==> src/rtl/alu_ctrl_pkg.sv <==
// rtl/alu_ctrl_pkg.sv - shared encodings and FSM state type for the ALU control sequencer
package alu_ctrl_pkg;

  localparam logic [3:0] OP_AND    = 4'b0000;
  localparam logic [3:0] OP_OR     = 4'b0001;
  localparam logic [3:0] OP_ADD    = 4'b0010;
  localparam logic [3:0] OP_XOR    = 4'b0011;
  localparam logic [3:0] OP_SLL    = 4'b0100;
  localparam logic [3:0] OP_SRL    = 4'b0101;
  localparam logic [3:0] OP_SUB    = 4'b0110;
  localparam logic [3:0] OP_SRA    = 4'b0111;
  localparam logic [3:0] OP_BEQ    = 4'b1000;
  localparam logic [3:0] OP_BNE    = 4'b1001;
  localparam logic [3:0] OP_PASS_B = 4'b1010;
  localparam logic [3:0] OP_SLT    = 4'b1100;
  localparam logic [3:0] OP_BGE    = 4'b1101;
  localparam logic [3:0] OP_SLTU   = 4'b1110;
  localparam logic [3:0] OP_BGEU   = 4'b1111;

  localparam logic [1:0] ALUOP_MEM    = 2'b00;
  localparam logic [1:0] ALUOP_BRANCH = 2'b01;
  localparam logic [1:0] ALUOP_ARITH  = 2'b10;
  localparam logic [1:0] ALUOP_JUMP   = 2'b11;

  localparam logic [6:0] FUNCT7_BASE   = 7'b0000000;
  localparam logic [6:0] FUNCT7_ALT    = 7'b0100000;
  localparam logic [6:0] FUNCT7_MULDIV = 7'b0000001;

  typedef enum logic {ST_IDLE, ST_BUSY} state_t;

endpackage

==> src/rtl/alu_op_decode.sv <==
// rtl/alu_op_decode.sv - combinational ALUOp/funct decode into ALU operation, RV32M flag, illegal flag
module alu_op_decode
  import alu_ctrl_pkg::*;
#(
  parameter int M_EXT = 1
) (
  input  logic [1:0] aluop,
  input  logic [6:0] funct7,
  input  logic [2:0] funct3,
  input  logic       rtype,
  output logic [3:0] operation,
  output logic       is_mdu,
  output logic       illegal
);

  always_comb begin
    operation = OP_ADD;
    is_mdu    = 1'b0;
    illegal   = 1'b0;
    case (aluop)
      ALUOP_MEM:  operation = OP_ADD;
      ALUOP_JUMP: operation = OP_PASS_B;
      ALUOP_BRANCH: begin
        case (funct3)
          3'b000: operation = OP_BEQ;
          3'b001: operation = OP_BNE;
          3'b100: operation = OP_SLT;
          3'b101: operation = OP_BGE;
          3'b110: operation = OP_SLTU;
          3'b111: operation = OP_BGEU;
          default: begin
            operation = OP_BEQ;
            illegal   = 1'b1;
          end
        endcase
      end
      default: begin
        if (rtype && funct7 == FUNCT7_MULDIV) begin
          // MDU result is muxed at writeback, so Operation stays ADD for M ops.
          is_mdu  = (M_EXT != 0);
          illegal = (M_EXT == 0);
        end else begin
          case (funct3)
            3'b000: operation = (rtype && funct7 == FUNCT7_ALT) ? OP_SUB : OP_ADD;
            3'b001: operation = OP_SLL;
            3'b010: operation = OP_SLT;
            3'b011: operation = OP_SLTU;
            3'b100: operation = OP_XOR;
            3'b101: begin
              if (funct7 == FUNCT7_BASE)     operation = OP_SRL;
              else if (funct7 == FUNCT7_ALT) operation = OP_SRA;
              else                           illegal   = 1'b1;
            end
            3'b110: operation = OP_OR;
            default: operation = OP_AND;
          endcase
        end
      end
    endcase
  end

endmodule

==> src/rtl/alu_control_seq.sv <==
// rtl/alu_control_seq.sv - registered ID/EX ALU controller with fixed-latency MUL/DIV sequencing
module alu_control_seq
  import alu_ctrl_pkg::*;
#(
  parameter int M_EXT      = 1,
  parameter int MUL_CYCLES = 2,
  parameter int DIV_CYCLES = 33
) (
  input  logic       clk,
  input  logic       reset,
  input  logic       id_valid,
  input  logic       id_rtype,
  input  logic [1:0] ALUOp,
  input  logic [6:0] Funct7,
  input  logic [2:0] Funct3,
  input  logic       flush,
  output logic       stall,
  output logic       ex_valid,
  output logic [3:0] Operation,
  output logic       ex_is_mdu,
  output logic [2:0] mdu_op,
  output logic       mdu_start,
  output logic       mdu_abort,
  output logic       illegal
);

  localparam int MAX_CYCLES = (MUL_CYCLES > DIV_CYCLES) ? MUL_CYCLES : DIV_CYCLES;
  localparam int CNT_W      = $clog2(MAX_CYCLES + 1);

  state_t           state, state_next;
  logic [CNT_W-1:0] cnt, cnt_next, load_cnt;
  logic [3:0]       dec_op;
  logic             dec_mdu, dec_illegal, capture;

  alu_op_decode #(.M_EXT(M_EXT)) u_decode (
    .aluop     (ALUOp),
    .funct7    (Funct7),
    .funct3    (Funct3),
    .rtype     (id_rtype),
    .operation (dec_op),
    .is_mdu    (dec_mdu),
    .illegal   (dec_illegal)
  );

  assign stall    = (state == ST_BUSY) && (cnt != '0);
  assign capture  = id_valid && !stall && !flush;
  assign load_cnt = Funct3[2] ? CNT_W'(DIV_CYCLES - 1) : CNT_W'(MUL_CYCLES - 1);

  always_comb begin
    state_next = state;
    cnt_next   = cnt;
    if (flush) begin
      state_next = ST_IDLE;
      cnt_next   = '0;
    end else if (capture && dec_mdu && load_cnt != '0) begin
      state_next = ST_BUSY;
      cnt_next   = load_cnt;
    end else if (capture) begin
      // Single-cycle op (or N=1 MDU op) retires immediately.
      state_next = ST_IDLE;
      cnt_next   = '0;
    end else if (state == ST_BUSY) begin
      if (cnt != '0) cnt_next   = cnt - CNT_W'(1);
      else           state_next = ST_IDLE;
    end
  end

  always_ff @(posedge clk) begin
    if (reset) begin
      state     <= ST_IDLE;
      cnt       <= '0;
      ex_valid  <= 1'b0;
      Operation <= OP_ADD;
      ex_is_mdu <= 1'b0;
      mdu_op    <= 3'b000;
      mdu_start <= 1'b0;
      mdu_abort <= 1'b0;
      illegal   <= 1'b0;
    end else begin
      state     <= state_next;
      cnt       <= cnt_next;
      ex_valid  <= capture;
      mdu_start <= capture && dec_mdu;
      mdu_abort <= flush && stall;
      if (capture) begin
        Operation <= dec_op;
        ex_is_mdu <= dec_mdu;
        mdu_op    <= Funct3;
        illegal   <= dec_illegal;
      end
    end
  end

endmodule

==> config.mk <==
export PLATFORM = sky130hd
export DESIGN_NAME = alu_control_seq
export DESIGN_NICKNAME = d
export VERILOG_FILES = /design/src/rtl/alu_ctrl_pkg.sv /design/src/rtl/alu_op_decode.sv /design/src/rtl/alu_control_seq.sv
export SDC_FILE = /design/constraint.sdc
export NUM_CORES = 1
export LEC_CHECK = 0
export ABC_AREA = 1
export CAP_MARGIN = 20
export CORE_ASPECT_RATIO = 0.8
export CORE_MARGIN = 1
export CORE_UTILIZATION = 47
export DETAILED_ROUTE_END_ITERATION = 12
export PLACE_DENSITY_LB_ADDON = 0.1
export REMOVE_ABC_BUFFERS = 1
export SLEW_MARGIN = 20
export SYNTH_ARGS = -nofsm -noshare
export SYNTH_HDL_FRONTEND = slang
export SYNTH_HIERARCHICAL = 1
export SYNTH_SLANG_ARGS = --single-unit
==> constraint.sdc <==
create_clock -name clk -period 1.7 [get_ports clk]
set_input_delay 0.425 -clock clk [delete_from_list [all_inputs] [get_ports clk]]
set_output_delay 0.425 -clock clk [all_outputs]
set_load 0.01 [all_outputs]
==> run_results.csv, run 1 <==
group,metric,value,unit
synthesis,synth_top_area_share,35.3,%
grt,antenna_found_initial,0,
cts,cts_root_buf,"clkbuf_4",
synthesis,netlist.top_cell.by_area,"dfxtp_1",
power,ir_worst_vdd,0.000418,V
floorplanning,initial_core_util,49.9,%
critical_path,crit_required,1.27,ns
sta,finalCritPeriodShare,99.0,%
critical_path,slowest_stage,"dfxtp_2",
cells_and_area,top_regs,"cnt x6, Operation x4, mdu_op x3",
detailed_routing,ant_nets,0,
cells_and_area,area_growth,47.8,%
power,pwr-share-seq,52.8,%
sta,fmax,594,MHz
cells_and_area,largest_reg_flops,6,
job,drv_cap,0,
power,pwr-share-comb,20.6,%
critical_path,path_cells,"inv_2 -> ha_4 -> nand3_2 -> nand2_4 -> inv_4 -> buf_2",
power,p_int,0.640,mW
detailed_routing,drc_errors,0,
detailed_routing,drt_iter0_markers,30,
detailed_routing,topRoutingLayerUsed,"met4",
cts,cts_hold_buf,0,
floorplanning,core_area,0.00216,sq mm
cells_and_area,drive_above_1_share,21.7,%
cts,clkTransAtPathRegs,0.10,ns
place,place_ws,-0.227,ns
critical_path,cp.arrival,1.26,ns
critical_path,crit_path_max_incr_delay,0.34,ns
sta,setup_slack,0.0178,ns
cells_and_area,fill_cells,161,
detailed_routing,drt-total-wl,2950,um
sta,hold_viol_final,0,
sta,setup-violations-final,0,
detailed_routing,first_pass_iters,4,
critical_path,end_kind,"primary output",
cells_and_area,stdcell_area,0.00159,sq mm
critical_path,path_delay_family,"flip-flops",
floorplanning,dieArea,0.00249,sq mm
synthesis,synth_cells,162,
hold_path,hp-class,"flip-flop to flip-flop",
cts,clockBufferDepth,2,
critical_path,crit_buf_inv,3,
critical_path,crit_cells,6,
grt,grt_overflow_total,0,
critical_path,crit_path_max_fanout,6,
power,cellLeakagePower,0.732,nW
power,powerDensity,547,mW/mm^2
floorplanning,die-width,55.5,um
cells_and_area,top_register,"cnt",
synthesis,mappedNetlistArea,0.00108,sq mm
synthesis,synth_seq_cells,19,
floorplanning,rows,15,
detailed_routing,dr_wl_met2,1370,um
cts,insertion_delay,0.30,ns
place,dp_hpwl,2220,um
place,globalplace.congestion,0.820,
detailed_routing,wl_met1,1310,um
synthesis,ys_seq_area_share,35.3,%
synthesis,synth_cell_types,26,
cells_and_area,multi_input_area,621,sq um
critical_path,reg2reg_depth,10,
outcome,outcome,"finished clean",
synthesis,syn_area_per_cell,6.64,sq um
place,place_area,0.00153,sq mm
sta,min_period,1.68,ns
cells_and_area,seqCellArea,383,sq um
cts,h-tree-depth,1,
floorplanning,pin_count,30,
detailed_routing,vias,1237,
grt,grt_max_degree,17,
synthesis,yosysWarnings,6,
sta,worst-slew-pin-transition,0.309,ns
sta,rsz0062_at_grt,"true",
cells_and_area,final_nets,232,
power,switching_share,26.4,%
floorplanning,die_y,44.8,um
cells_and_area,utilization,73.7,%
power,switching_power,0.229,mW
detailed_routing,wl_met3,183,um
sta,maxSlewViolCount,0,
synthesis,synthTopCellsByArea,"dfxtp_1, nand2_1, nand3_1",
place,port_buffers,29,
hold_path,holdPathStages,2,
critical_path,start_kind,"flip-flop",
cells_and_area,diodes,0,
detailed_routing,routed_via_density,5.22,
power,pwr-share-clk,26.5,%
sta,slew_headroom,79.2,%
cts,cts-buffers-inserted,3,
grt,grt_pass1_wl,4620,um
grt,grt_usage,24.0,%
cts,cts_tree,"built",
cts,cts.sinks,19,
critical_path,worstSetupPathType,"flip-flop to primary output",
grt,first_global_vias,1067,
detailed_routing,wl_per_cell,12.4,um
sta,fin_worst_skew,0.00569,ns
[power by group through the flow]
stage	clock network, mW	registers (mW)	logic (mW)
2_1_floorplan	0	0.473	0.0620
3_3_place_gp	0	0.469	0.168
3_5_place_dp	0	0.469	0.173
4_1_cts	0.242	0.459	0.175
5_1_grt	0.257	0.461	0.195
6_report	0.231	0.459	0.179
[repair_timing]
item	CTS	global route
pin swaps	0	2
setup endpoints to repair	1	3
setup buffers	1	1
cloned	0	0
gates resized for setup	7	7
[kinds of logic (layout without fill, tap and decap cells)]
family          after synthesis  count (layout)  share of synthesized area (%)
compound gates               17              17                           9.65
xor+xnor                      1               1                          0.814
fa+ha+maj                     2               2                           2.33
buf+inv                      23              73                           9.19
flops                        19              19                           35.3
simple gates                100             100                           42.7
[worst register-to-register path: stages (launching register included)]
cell	delay (ns)
dfxtp_2	0.34
inv_2	0.08
ha_4	0.15
nand3_2	0.11
nand2_4	0.10
buf_4	0.11
buf_4	0.20
nand2_2	0.11
buf_4	0.17
nand2_1	0.08
a21oi_2	0.05
[synth_stat cells, drive strengths merged]
| library cell | count |
|---|---|
| nand2 | 50 |
| nor2 | 23 |
| dfxtp | 19 |
| inv | 19 |
| nand3 | 19 |
| a21oi | 8 |
| o21ai | 6 |
| nand4 | 5 |
| buf | 3 |
| ha | 2 |
| nor3 | 2 |
| a21boi | 1 |
| a31o | 1 |
| and2 | 1 |
| clkbuf | 1 |
| o22ai | 1 |
| xor2 | 1 |
[placed cells by master, fill, tap and decap left out, types with 2 or more instances in the layout]
cell,instances
inv_1,15
nand2_2,2
nand3_2,2
nand4_1,5
nor2_4,2
clkbuf_4,3
dfxtp_1,17
nand2_1,47
inv_2,3
o21ai_0,5
nor2_1,18
clkdlybuf4s50_1,28
buf_4,20
nand3_1,17
a21oi_1,7
dfxtp_2,2
nor2_2,3
[final timing paths]
path	start	end	slack [ns]
hold reg to reg	Operation[0]	Operation[0]	0.46
hold / removal	Operation[0]	Operation[0]	0.46
setup reg to reg	cnt[1]	Operation[2]	0.10
setup / recovery	cnt[1]	stall	0.02
[final cells by class]
class                      instances  share of cell area [%]
inverter                          19                    4.64
tap                               25                    1.97
timing repair buffer              50                    28.6
clock buffer                       4                    1.65
multi-input combinational        120                    39.0
sequential                        19                    24.1
[routing by layer]
| metal | global-route usage [%] | vias to the layer above |
|---|---|---|
| met3 | 7.16 | 12 |
| met2 | 40.2 | 50 |
| li1 | - | 619 |
| met1 | 29.9 | 556 |
| met5 | 0 | - |
| met4 | 8.50 | 0 |
[through the flow]
stage | hold WS, ns | setup TNS, ns | std cells | total power [mW]
6_report | 0.461 | 0 | 237 | 0.869
5_1_grt | 0.481 | -0.0280 | 237 | 0.913
4_1_cts | 0.465 | 0 | 236 | 0.876
3_5_place_dp | 0.449 | -1.23 | 231 | 0.643
3_3_place_gp | 0.446 | -0.512 | 231 | 0.637
2_1_floorplan | 0.480 | 0 | 158 | 0.535
Note: power is estimated with default switching activity, not from simulation.
==> run 2: changes to the inputs <==
- ABC_AREA: 1 -> default
- CORE_UTILIZATION: 47 -> 60
- DONT_BUFFER_PORTS: default -> 1
==> run 2 against run 1 <==
Against the previous run:
- the run now ends with negative setup slack left
- routed wire length fell by 20%
- clock skew fell by 0.0011 ns
- core utilization shrank 0.19 points
- register-to-register slack got worse by 0.07 ns
- first-iteration DRC count shrank 3.3%
- hold slack worse by 0.28 ns
- critical path type unchanged
- critical endpoint unchanged
- largest cell class unchanged
==> run_results.csv, run 2 <==
group,metric,value,unit
cells_and_area,stdcell_area,0.00121,sq mm
hold_path,min_to,"Operation[2]",
critical_path,r2r-start,"cnt[1]",
synthesis,netlist.top_cell.by_area,"dfxtp_1",
cts,cts_tree,"built",
outcome,violations,"negative setup slack",
power,cellLeakagePower,0.484,nW
detailed_routing,routed_via_density,6.08,
floorplanning,die_y,39.6,um
detailed_routing,drt-total-wl,2370,um
cells_and_area,fill_cells,129,
detailed_routing,ant_nets,0,
sta,hold_viol_final,0,
synthesis,synth-simple-area-share,27.4,%
sta,slew_headroom,65.7,%
grt,use_met3,9.30,%
synthesis,synth-edff-count,0,
power,powerDensity,653,mW/mm^2
cells_and_area,diodes,0,
place,place_area,0.00111,sq mm
sta,finalCritPeriodShare,102,%
critical_path,path_delay_family,"simple AND/OR/NAND/NOR gates",
grt,grt.busiest_layer,"met2",
synthesis,yosysWarnings,6,
sta,rsz0062_at_grt,"true",
cts,cts_hold_buf,0,
floorplanning,pin_count,30,
cts,h-tree-depth,1,
hold_path,holdPathStages,1,
detailed_routing,drc_errors,0,
synthesis,synthArstFlopShare,0,%
detailed_routing,vias,943,
cells_and_area,largest_reg_flops,6,
grt,grt_pass1_wl,3570,um
grt,grt_util_met2,45.5,%
sta,fin_worst_skew,0.00455,ns
sta,setup_slack,-0.0416,ns
job,drv_cap,0,
cells_and_area,area_growth,14.1,%
grt,use_met1,30.1,%
detailed_routing,first_pass_iters,4,
synthesis,synth_compound_area_share,19.7,%
synthesis,synth_adder_area_share,2.36,%
synthesis,synth_ff_type,"dfxtp_1",
critical_path,crit_path_max_fanout,5,
critical_path,crit_buf_inv,2,
critical_path,start_kind,"flip-flop",
critical_path,end_kind,"primary output",
hold_path,worstHoldStart,"reset",
cells_and_area,drive_above_1_share,25.6,%
critical_path,cp.arrival,1.32,ns
sta,worst-slew-pin-transition,0.511,ns
sta,tns,-0.0416,ns
critical_path,r2r_setup_slack,0.03,ns
detailed_routing,wl_per_cell,15.3,um
critical_path,slowest_stage,"dfxtp_2",
cells_and_area,top_regs,"cnt x6, Operation x4, mdu_op x3",
synthesis,synth_top_area_share,35.9,%
synthesis,synth.area.mux_share,9.57,%
cells_and_area,layout_commonest_cell,"nor2_1",
synthesis,synth_cells,121,
floorplanning,die-width,49.0,um
synthesis,synth_cell_types,44,
place,port_buffers,0,
power,ir_worst_vdd,0.000615,V
cts,insertion_delay,0.29,ns
cts,cts.sinks,19,
cells_and_area,top_register,"cnt",
sta,fin_hold_ws,0.183,ns
grt,first_global_vias,872,
synthesis,synth_xor_xnor_area_share,0,%
hold_path,hp-class,"input port to flip-flop",
floorplanning,dieArea,0.00194,sq mm
synthesis,yosys-top-cells-count,"dfxtp_1, nor2_1, mux2i_1, nor2b_1",
critical_path,reg2reg_depth,8,
critical_path,crit_required,1.27,ns
critical_path,worstSetupPathType,"flip-flop to primary output",
place,globalplace.congestion,0.731,
critical_path,r2r_end,"Operation[1]",
synthesis,ys_seq_area_share,35.9,%
synthesis,synth_seq_cells,19,
grt,grt_overflow_total,0,
outcome,outcome,"complete, but fails checks",
floorplanning,core_area,0.00164,sq mm
grt,grt_usage,25.8,%
critical_path,crit_path_max_incr_delay,0.34,ns
power,total_power,0.789,mW
synthesis,synthTopCellsByArea,"dfxtp_1, mux2i_1, nor2_1",
floorplanning,initial_core_util,64.4,%
place,dp_hpwl,1650,um
floorplanning,rows,13,
cells_and_area,final_nets,153,
synthesis,mappedNetlistArea,0.00106,sq mm
sta,fmax,574,MHz
synthesis,synth_top_family_by_area,"simple AND/OR/NAND/NOR gates",
sta,min_period,1.74,ns
cts,cts_root_buf,"clkbuf_4",
cts,cts-buffers-inserted,3,
cts,clockBufferDepth,2,
critical_path,path_cells,"inv_2 -> ha_4 -> nor3b_4 -> nand2_2 -> nand2_4 -> inv_4",
sta,maxSlewViolCount,0,
grt,grt_max_degree,13,
sta,setup-violations-final,1,
detailed_routing,drt_iter0_markers,29,
synthesis,syn_area_per_cell,8.75,sq um
grt,antenna_found_initial,0,
cells_and_area,mostFrequentLayoutCells,"nor2_1, dfxtp_1, buf_4",
cts,clkTransAtPathRegs,0.10,ns
==> run 2: through the flow <==
| stage | cells | util, % | setup WS, ns |
|---|---|---|---|
| after floorplan | 117 | - | -0.111 |
| final | 155 | 73.5 | -0.0416 |
| after detailed placement | 145 | 67.4 | 0.0389 |
| after global placement | 145 | 67.4 | 0.0634 |
| after CTS | 155 | 73.0 | -0.0252 |
| after global routing | 155 | 73.5 | -0.108 |
==> run 2: worst max path at each step <==
stage	start	to	slack, ns	cells after the start
after detailed placement	cnt[1]	cnt[0]	0.04	8
after floorplan	cnt[0]	Operation[1]	-0.11	6
after CTS	cnt[1]	stall	-0.03	6
after global routing	cnt[1]	stall	-0.11	6
after global placement	Funct7[1]	Operation[1]	0.06	7
final	cnt[1]	stall	-0.04	6
==> run 2: repair_timing <==
item                                    4_1_cts  5_1_grt
setup buffers                                 6        0
endpoints found under the hold margin         0        0
pin swaps                                     2        1
gates resized for setup                       7        2
endpoints found under the setup margin        1        3
==> run 2: layout make-up <==
| type | count | area, sq um | area share (%) |
|---|---|---|---|
| inverters | 7 | 28.8 | 2.38 |
| flip-flops and latches | 19 | 383 | 31.7 |
| repair buffers | 12 | 97.6 | 8.08 |
| well taps | 22 | 27.5 | 2.28 |
| clock buffers | 4 | 26.3 | 2.18 |
| multi-input cells | 91 | 644 | 53.4 |
==> run 2: logic make-up (layout without fill, tap and decap cells) <==
| kind of cell | Yosys count | after routing |
|---|---|---|
| adders and majority gates | 2 | 2 |
| and+or+nand+nor | 50 | 50 |
| muxes | 10 | 10 |
| AOI/OAI and AO/OA | 29 | 29 |
| buffers and inverters | 11 | 23 |
| DFF | 19 | 19 |
==> run 2: report_power, final <==
part | switching [mW] | leakage [nW] | internal, mW
combinational | 0.0459 | 0.313 | 0.0465
sequential | 0.0142 | 0.155 | 0.458
clock | 0.133 | 0.0150 | 0.0914
total | 0.193 | 0.484 | 0.596
==> run 2: layer usage <==
metal	routed length, um	up-vias
met5	0	-
li1	-	455
met4	31	0
met2	1010	57
met3	209	8
met1	1120	423
==> run 2: worst register-to-register path, cell delays in order, from the launching register on <==
cell and delay (ns):
dfxtp_2 0.35, inv_2 0.05, ha_4 0.15, nor3b_4 0.15, buf_4 0.16, a31oi_2 0.23
buf_6 0.17, nor2_1 0.04, a211o_1 0.26
